===== config.mk =====
export PLATFORM = sky130hd
export DESIGN_NAME = serial_adder
export DESIGN_NICKNAME = d
export VERILOG_FILES = /design/src/rtl/serial_adder.sv
export SDC_FILE = /design/constraint.sdc
export NUM_CORES = 1
export LEC_CHECK = 0
export CAP_MARGIN = 20
export CORE_MARGIN = 10
export CORE_UTILIZATION = 50
export DETAILED_ROUTE_END_ITERATION = 6
export PLACE_DENSITY = 0.78
export SLEW_MARGIN = 30
export SYNTH_ARGS = -nofsm -noshare
export SYNTH_HDL_FRONTEND = slang
export SYNTH_HIERARCHICAL = 1
export SYNTH_SLANG_ARGS = --single-unit

===== constraint.sdc =====
create_clock -name clk -period 3 [get_ports clk]
set_input_delay 0.6 -clock clk [delete_from_list [all_inputs] [get_ports clk]]
set_output_delay 0.6 -clock clk [all_outputs]
set_load 0.05 [all_outputs]

===== src/rtl/serial_adder.sv =====
// Digit-serial adder: adds DIGIT bits per clock, LSB slice first, N = WIDTH/DIGIT cycles per operation.
// Optional feature: define SERIAL_ADDER_SUB_EN to add a 'sub' input (x - y - cin computed as x + ~y + ~cin).

module serial_adder_digit #(
    parameter int DIGIT = 1
) (
    input  logic [DIGIT-1:0] a,
    input  logic [DIGIT-1:0] b,
    input  logic             ci,
    output logic [DIGIT-1:0] sum,
    output logic             co
);
    logic [DIGIT:0] c;

    assign c[0] = ci;
    for (genvar i = 0; i < DIGIT; i++) begin : g_fa
        assign sum[i]   = a[i] ^ b[i] ^ c[i];
        assign c[i+1]   = (a[i] & b[i]) | (c[i] & (a[i] ^ b[i]));
    end
    assign co = c[DIGIT];
endmodule

module serial_adder #(
    parameter int WIDTH = 8,
    parameter int DIGIT = 1
) (
    input  logic             clk,
    input  logic             rst_n,
    input  logic             start,
    input  logic [WIDTH-1:0] x,
    input  logic [WIDTH-1:0] y,
    input  logic             cin,
`ifdef SERIAL_ADDER_SUB_EN
    input  logic             sub,
`endif
    output logic             busy,
    output logic             done,
    output logic [WIDTH-1:0] s,
    output logic             cout
);
    localparam int N  = WIDTH / DIGIT;
    localparam int CW = (N > 1) ? $clog2(N) : 1;

    typedef enum logic {IDLE, RUN} state_t;

    state_t           state_q, state_d;
    logic [WIDTH-1:0] a_q, b_q;
    logic             carry_q;
    logic [CW-1:0]    cnt_q;
    logic [DIGIT-1:0] slice_sum;
    logic             slice_co;
    logic [WIDTH-1:0] sum_full;
    logic [WIDTH-1:0] b_in;
    logic             c_in;
    logic             accept, last;

`ifdef SERIAL_ADDER_SUB_EN
    // Subtraction reuses the adder: x - y - cin == x + ~y + ~cin; cout=1 means no borrow.
    assign b_in = sub ? ~y : y;
    assign c_in = sub ? ~cin : cin;
`else
    assign b_in = y;
    assign c_in = cin;
`endif

    assign accept = (state_q == IDLE) && start;
    assign last   = (cnt_q == CW'(N - 1));
    assign busy   = (state_q == RUN);

    serial_adder_digit #(.DIGIT(DIGIT)) u_digit (
        .a   (a_q[DIGIT-1:0]),
        .b   (b_q[DIGIT-1:0]),
        .ci  (carry_q),
        .sum (slice_sum),
        .co  (slice_co)
    );

    // Completed slices enter from the top so the final slice lands in the MSBs.
    if (N == 1) begin : g_single
        assign sum_full = slice_sum;
    end else begin : g_multi
        logic [WIDTH-DIGIT-1:0] acc_q;
        logic [WIDTH-1:0]       cat;

        assign cat      = {slice_sum, acc_q};
        assign sum_full = cat;

        always_ff @(posedge clk or negedge rst_n) begin
            if (!rst_n)
                acc_q <= '0;
            else if (state_q == RUN)
                acc_q <= cat[WIDTH-1:DIGIT];
        end
    end

    always_comb begin
        state_d = state_q;
        case (state_q)
            IDLE:    if (start) state_d = RUN;
            RUN:     if (last)  state_d = IDLE;
            default: state_d = IDLE;
        endcase
    end

    always_ff @(posedge clk or negedge rst_n) begin
        if (!rst_n)
            state_q <= IDLE;
        else
            state_q <= state_d;
    end

    always_ff @(posedge clk or negedge rst_n) begin
        if (!rst_n) begin
            a_q     <= '0;
            b_q     <= '0;
            carry_q <= 1'b0;
            cnt_q   <= '0;
            s       <= '0;
            cout    <= 1'b0;
            done    <= 1'b0;
        end else begin
            done <= 1'b0;
            if (accept) begin
                a_q     <= x;
                b_q     <= b_in;
                carry_q <= c_in;
                cnt_q   <= '0;
            end else if (state_q == RUN) begin
                a_q     <= a_q >> DIGIT;
                b_q     <= b_q >> DIGIT;
                carry_q <= slice_co;
                cnt_q   <= cnt_q + CW'(1);
                if (last) begin
                    s    <= sum_full;
                    cout <= slice_co;
                    done <= 1'b1;
                end
            end
        end
    end
endmodule


======== Yosys cells after proc, flatten, opt, wreduce, memory -nomap -nowiden ========
Index checks and enable logic that the tools add are counted.
operators by class
  $add $sub $neg .......................... 1
  equality and inequality tests ........... 1
  muxes and demuxes ....................... 14
  bitwise operators ....................... 7
  reduce and logical (&&, ||, !) cells .... 3
operators by type and width
  cell                                                           number
  8-bit 2-to-1 mux                                               4
  1-bit 2-to-1 mux                                               7
  3-bit 2-to-1 mux                                               2
  3-bit by 1-bit adder with 3-bit output, second input constant  1
  3-bit == test, second input constant                           1
  3-bit AND reduction                                            1
  1-bit AND                                                      2
  1-bit inverter                                                 2
  1-bit case mux with 2 select lines                             1
  2-bit nonzero test                                             1
  1-bit bitwise XOR                                              2
  1-bit logical AND                                              1
  1-bit bitwise OR                                               1
word-level totals
  register bits ........................... 38
  input port bits ......................... 20
  output and inout port bits .............. 11
  logic and storage cells ................. 35

======== Longest topological paths before layout ========
Gate-level depths: netlist of run 1.
  word-level depth ........................ 5
  mapped depth ............................ 4

======== By module ========
Netlist of run 1, hierarchy kept.
by module, submodules not included
  module              times used  cells each  area each (um2)  seq. area each (um2)
  serial_adder        1           119         1644.1           950.9
  serial_adder_digit  1           1           20.0             0.0

======== Least setup slack after synthesis of run 1 ========
OpenSTA, ideal clock, no wires.
  kind .................................... register to register
  start ................................... reg state_q (netlist: busy)
  end ..................................... reg g_multi.acc_q[1]
  setup time .............................. 0.125 ns
  arrival ................................. 1.264 ns
  required time ........................... 2.875 ns
  setup slack ............................. 1.611 ns
  stages on the path, launching flop included .. 4
  clock period less this slack ............ 1.389 ns
  cells stage by stage .................... dfrtp_1 -> buf_6 -> buf_6 -> mux2_4
RTL lines
  element                 line  text
  from (decl)             46    state_t state_q, state_d;
  from (signal assigned)  109   state_q <= state_d;
  to (signal assigned)    92    acc_q <= cat[WIDTH-1:DIGIT];
  to (decl)               82    logic [WIDTH-DIGIT-1:0] acc_q;
No word-level cell between the ends.

======== Final worst setup path of run 1 ========
  start ................................... reg s[4]
  end ..................................... out s[4]
RTL lines
  element                 line  text
  from (decl)             38    output logic [WIDTH-1:0] s,
  from (signal assigned)  134   s <= sum_full;
No word-level cell between the ends.

==> results of run 1 <==
[per-stage QoR]
step / power, mW / util / setup slack (ps) / std cells / hold WS (ps)
6_report: 2.10 / 0.651 / 878 / 197 / 339
4_1_cts: 2.12 / 0.651 / 857 / 197 / 373
3_3_place_gp: 1.75 / 0.626 / 1150 / 189 / 464
3_5_place_dp: 1.80 / 0.626 / 1120 / 189 / 479
5_1_grt: 2.24 / 0.651 / 811 / 197 / 398
2_1_floorplan: 1.56 / - / 1610 / 120 / 304
[layer usage]
metal | global-route usage | vias up | wire, um
met3 | 0.0530 | 6 | 181
met5 | 0 | - | 0
met2 | 0.147 | 28 | 1310
li1 | - | 476 | -
met4 | 0.0274 | 0 | 35
met1 | 0.134 | 474 | 1380
[sequential cells by signal, summed over array words and instances, names as in the netlist]
signal         flops
a_q                8
b_q                8
s                  8
g_multi.acc_q      7
cnt_q              3
busy               1
carry_q            1
cout               1
done               1
[kinds of logic (layout without fill, tap and decap cells)]
family / Yosys count / count (layout) / share of synthesized area
flops: 38 / 38 / 0.571
mux: 34 / 34 / 0.247
simple gates: 19 / 19 / 0.0526
compound gates: 18 / 18 / 0.0586
buf+inv: 8 / 41 / 0.0436
fa+ha+maj: 3 / 3 / 0.0271
[power by group through the flow]
stage | sequential [mW] | clock [mW] | combinational, mW
5_1_grt | 0.910 | 0.355 | 0.974
6_report | 0.874 | 0.324 | 0.899
2_1_floorplan | 1.04 | 0 | 0.518
4_1_cts | 0.879 | 0.330 | 0.913
3_5_place_dp | 0.889 | 0 | 0.912
3_3_place_gp | 0.873 | 0 | 0.876
[Yosys cell counts]
master / number / area [sq um]
a21oi_1: 1 / 5.00
nand2_1: 15 / 56.3
mux2_2: 4 / 45.0
mux2i_1: 17 / 170
nand2_8: 1 / 20.0
buf_2: 2 / 10.0
a22o_1: 2 / 17.5
o21ai_0: 7 / 35.0
mux2_4: 13 / 195
buf_12: 1 / 20.0
clkbuf_2: 1 / 5.00
nor2_1: 3 / 11.3
fa_1: 1 / 20.0
dfrtp_1: 38 / 951
ha_1: 2 / 25.0
o21ai_1: 8 / 40.0
buf_6: 3 / 33.8
inv_1: 1 / 3.75
[layout make-up]
type,instances,area (sq um)
flip-flops and latches,38,951
clock buffers,8,78.8
multi-input cells,74,641
fillers,262,1090
well taps,44,55.1
inverters,1,3.75
repair buffers,32,308
[worst paths after layout]
path,slack (ps),end,depth (start not counted)
max,880,s[4],1
min,340,a_q[3],1
max reg2reg,1340,cnt_q[0],3
min reg2reg,490,b_q[6],2
max in group asynchronous,2150,g_multi.acc_q[6],1
min in group clk,490,b_q[6],2
==> results by group, run 1 <==
GRT
  – Remaining global-route overflow: 0
  – First-pass GRT wire length: just over 5 mm
  – Largest net degree at the start of global routing: 39
  – Initial antenna violation count: 0
  – Vias in the first global route: around 1000
  – All-Layer GR Usage: 0.103

CTS
  – CTS Root Cell: clkbuf_4
  – Post-CTS setup buffer count: 0
  – Worst-path clk slew: around 110 ps
  – CTS max path bufs: 2
  – CTS tree: done
  – Clock Sinks: 38
  – Post_cts resized: 0
  – Worst skew pair latency: ~340 ps
  – Hold_buf cts: 0
  – Num CTS Buffers: 5
  – Max H-tree Level: 2

Final layout
  – Commonest non-fill, non-tap cells in the layout: 38 x dfrtp_1, 28 x clkdlybuf4s50_1, 17 x mux2i_1, 15 x nand2_1, 13 x mux2_4
  – Area delta synth->final: 22.4%
  – Number of nets in the layout: ~180
  – Commonest non-fill, non-tap cell in the layout: dfrtp_1
  – Final Cell Area: 0.00204 sq mm
  – Layout cells sized above 1: 0.196
  – # diodes: 0

Place
  – Post-detail-place hpwl: between 2 and 2.5 mm
  – PortBufs: 30
  – Placed instance area: 0.00196 sq mm
  – RePlAce Congestion: between 0.7 and 0.8

Die
  – I/O Pins: 31
  – Die area: 0.00604 sq mm
  – Starting Density: 0.532
  – Placeable Area: about 0.0031 sq mm
  – Die Y: around 78 um
  – Row count: 20
  – Die W: just under 80 um

Worst hold path
  – Worst min path class: primary input to asynchronous set/reset pin

Drt
  – Via count: 984
  – Initial DRC count: 75
  – Final wirelength: slightly below 3 mm
  – DRC Markers: 0
  – Drt first pass iters: 4
  – Final ANT Viol Nets: 0
  – Avg Vias per Cell: ~5.0
  – Post-DR wirelength/cell: 14.8 um

Critical path
  – Crit path kind: flip-flop to primary output
  – CP Capture Type: primary output
  – Slowest-stage cell, CP: clkdlybuf4s50_1
  – CP delay by family, top: buffers and inverters
  – Req. time, crit path: 2400 ps
  – RR Startpoint: busy
  – Max Fanout on Critical Path: 2
  – Crit-path max cell delay: ~800 ps
  – WP buf/inv: 1
  – Worst Path Arrival: between 1500 and 2000 ps
  – Startpoint types: flip-flop
  – Crit. Startpoint: s[4]
  – CP Cell Sequence: clkdlybuf4s50_1

Run status
  – Status: completed

Synthesis
  – Sequential area share after synthesis: 0.571
  – Cell area after synthesis: roughly 0.0017 sq mm
  – Post-Syn Nets: ~140
  – Number of synthesis warnings: 6
  – Syn_area_per_cell: between 10 and 15 sq um
  – Netlist cell types: 18
  – #FFs+latches synth: 38
  – Syn Inst Count: 120

Power
  – Combinational power share: 0.429
  – Pleak: between 0.9 and 1 nW
  – Sequential share of power: 0.417
  – Clock Power Share: 0.154
  – Pint: 1.32 mW
  – Sw frac: 0.371
  – Worst VDD drop: between 0.4 and 0.5 mV
  – Net Switching: between 0.7 and 0.8 mW
  – PwrDens: just over 1000 mW/mm^2

Job
  – Max Cap Viol: 0

Timing
  – Setup TNS Final: 0 ps
  – Final hold violation count: 0
  – Setup Viol. Count Final: 0
  – Slew @ Worst Pin: roughly 810 ps
  – Fin crit share: 0.707
  – Unrepaired setup endpoints after global routing: no
  – Rel. slew slack: 0.457
  – Final min period: 2120 ps
  – Max Fclk: about 470 MHz
  – Clock skew: 10.8 ps
  – Final Max Tran Viols: 0
Note: power is estimated with default switching activity, not from simulation.
==> run 2, diff against run 1 <==
- CORE_UTILIZATION: 50 -> 46
- PLACE_DENSITY: 0.78 -> 0.76
- clock period: 3 -> 1.8 ns (I/O delays scaled with it)
==> run 2 against run 1 <==
  * Via count rose by 4.2%
  * Sequential power increased by 65%
  * Wire length is 2.0% higher
  * Final area up 3.3%
==> results by group, run 2 (synthesis results as in run 1) <==
Drt
  – Initial DRC count: 69 (was 75)
  – Final wirelength: 2.97 mm (was 2.91 mm)
  – Post-DR wirelength/cell: 14.7 um (was 14.8 um)
  – DRC Markers: 0 (unchanged)
  – Avg Vias per Cell: 5.07 (was 4.99)
  – Via count: 1025 (was 984)
  – Drt first pass iters: 2 (was 4)
  – Final ANT Viol Nets: 0 (unchanged)

Timing
  – Setup TNS Final: 0 ps (unchanged)
  – Clock skew: 16.1 ps (was 10.8 ps)
  – Setup Viol. Count Final: 0 (unchanged)
  – Max Fclk: a little over 600 MHz
  – Final hold violation count: 0 (unchanged)
  – Final Max Tran Viols: 0 (unchanged)
  – Setup ws final: 142 ps (was 878 ps)
  – Fin crit share: 0.921
  – Final min period: 1660 ps
  – Slew @ Worst Pin: 457 ps (was 814 ps)
  – Unrepaired setup endpoints after global routing: no (unchanged)
  – Rel. slew slack: 0.695 (was 0.457)

Die
  – I/O Pins: 31 (unchanged)
  – Row count: 21 (was 20)
  – Starting Density: 0.487 (was 0.532)
  – Placeable Area: 0.00342 sq mm (was 0.00313 sq mm)
  – Die W: 80.1 um (was 77.7 um)
  – Die Y: 80.1 um (was 77.7 um)
  – Die area: 0.00642 sq mm (was 0.00604 sq mm)

Run status
  – Status: completed (unchanged)

Final layout
  – Commonest non-fill, non-tap cells in the layout: 38 x dfrtp_1, 18 x clkdlybuf4s50_1, 17 x mux2i_1, 15 x nand2_1, 13 x mux2_4 (was 38 x dfrtp_1, 28 x clkdlybuf4s50_1, 17 x mux2i_1, 15 x nand2_1, 13 x mux2_4)
  – Largest registers: a_q (8), b_q (8), s (8) (unchanged)
  – Final Cell Area: 0.00210 sq mm (was 0.00204 sq mm)
  – Fin cells: 202 (was 197)
  – Number of nets in the layout: 178 (was 175)
  – # fillers: 278 (was 262)
  – Commonest non-fill, non-tap cell in the layout: dfrtp_1 (unchanged)
  – Area of the multi-input gates: 641 sq um (unchanged)
  – Area delta synth->final: 26.5% (was 22.4%)
  – Register area: 951 sq um (unchanged)
  – Layout cells sized above 1: 0.269 (was 0.196)
  – # diodes: 0 (unchanged)

Critical path
  – Max Fanout on Critical Path: 40 (was 2)
  – CP Capture Type: primary output (unchanged)
  – Startpoint types: flip-flop (unchanged)
  – Reg2Reg Setup Slack: 370 ps (was 1340 ps)
  – Req. time, crit path: 1440 ps (was 2400 ps)
  – Crit path kind: flip-flop to primary output (unchanged)
  – Worst Path Arrival: 1300 ps (was 1520 ps)

Place
  – Worst slack at placement: 254 ps (was 1120 ps)
  – Placed instance area: 0.00199 sq mm (was 0.00196 sq mm)
  – RePlAce Congestion: 0.706 (was 0.765)
  – DP Cell Count: 193 (was 189)
  – PortBufs: 30 (unchanged)
  – Post-detail-place hpwl: 2.24 mm (was 2.15 mm)

CTS
  – Max H-tree Level: 2 (unchanged)
  – CTS max path bufs: 2 (unchanged)
  – CTS tree: done (unchanged)
  – Worst-path clk slew: 120 ps (was 110 ps)
  – Worst skew pair latency: 340 ps (about the same)
  – Post_cts resized: 0 (unchanged)
  – CTS Root Cell: clkbuf_4 (unchanged)
  – Clock Sinks: 38 (unchanged)
  – Num CTS Buffers: 5 (unchanged)
  – Post-CTS setup buffer count: 0 (unchanged)
  – Hold_buf cts: 1 (was 0)

GRT
  – Vias in the first global route: 1113 (was 1046)
  – All-Layer GR Usage: 0.102 (was 0.103)
  – Largest net degree at the start of global routing: 41 (was 39)
  – Remaining global-route overflow: 0 (unchanged)
  – Initial antenna violation count: 0 (unchanged)
  – First-pass GRT wire length: 5.10 mm (was 5.09 mm)

Job
  – Max Cap Viol: 0 (unchanged)

Power
  – Worst VDD drop: 0.695 mV (was 0.482 mV)
  – Pleak: 1.04 nW (was 0.985 nW)
  – PwrDens: 1760 mW/mm^2 (was 1030 mW/mm^2)

Worst hold path
  – Worst min path class: primary input to asynchronous set/reset pin (unchanged)
[run 2: changes by cell type in the layout (fill, tap and decap cells not counted)]
cell / previous run / this run
buf_4: 3 / 12
clkdlybuf4s50_1: 28 / 18
dlygate4sd3_1: 0 / 1
bufinv_16: 0 / 2
clkbuf_8: 3 / 0
clkinv_4: 0 / 1
buf_12: 0 / 3
[run 2: final timing paths]
path,start,to,cells past startpoint
worst max-delay path,busy,busy,2
worst min-delay path,rst_n,a_q[0],2
worst max register to register,cnt_q[0],s[2],4
worst min register to register,a_q[2],a_q[1],2
max in group asynchronous,rst_n,g_multi.acc_q[0],3
min in group clk,a_q[2],a_q[1],2
[run 2: cell type report]
class,count,share of cell area
flip-flops and latches,38,0.452
multi-input cells,74,0.304
repair buffers,35,0.164
clock inverters,3,0.0327
inverters,1,0.00178
clock buffers,5,0.0178
well taps,46,0.0273
[run 2: per-stage QoR]
step / power (mW) / utilization / hold WS [ps]
finish: 3.71 / 0.616 / 484
global route: 3.96 / 0.616 / 510
CTS: 3.77 / 0.616 / 495
detailed placement: 3.04 / 0.582 / 332
global placement: 2.96 / 0.582 / 325
floorplan: 2.60 / - / 64.4
[run 2: per-layer routing]
layer	GRT usage	routed length (um)
met5	0	0
met2	0.173	1490
met4	0.0405	25
met1	0.108	1270
met3	0.0457	180
[run 2: critical path: stages (launching register included)]
cell and delay, ps:
dfrtp_1 520, buf_12 260, buf_12 160
[run 2: power breakdown]
| part | switching, mW | total (mW) | internal, mW |
|---|---|---|---|
| clock network | 0.284 | 0.718 | 0.434 |
| registers | 0.233 | 1.44 | 1.20 |
| logic | 0.810 | 1.56 | 0.749 |
| total | 1.33 | 3.71 | 2.39 |
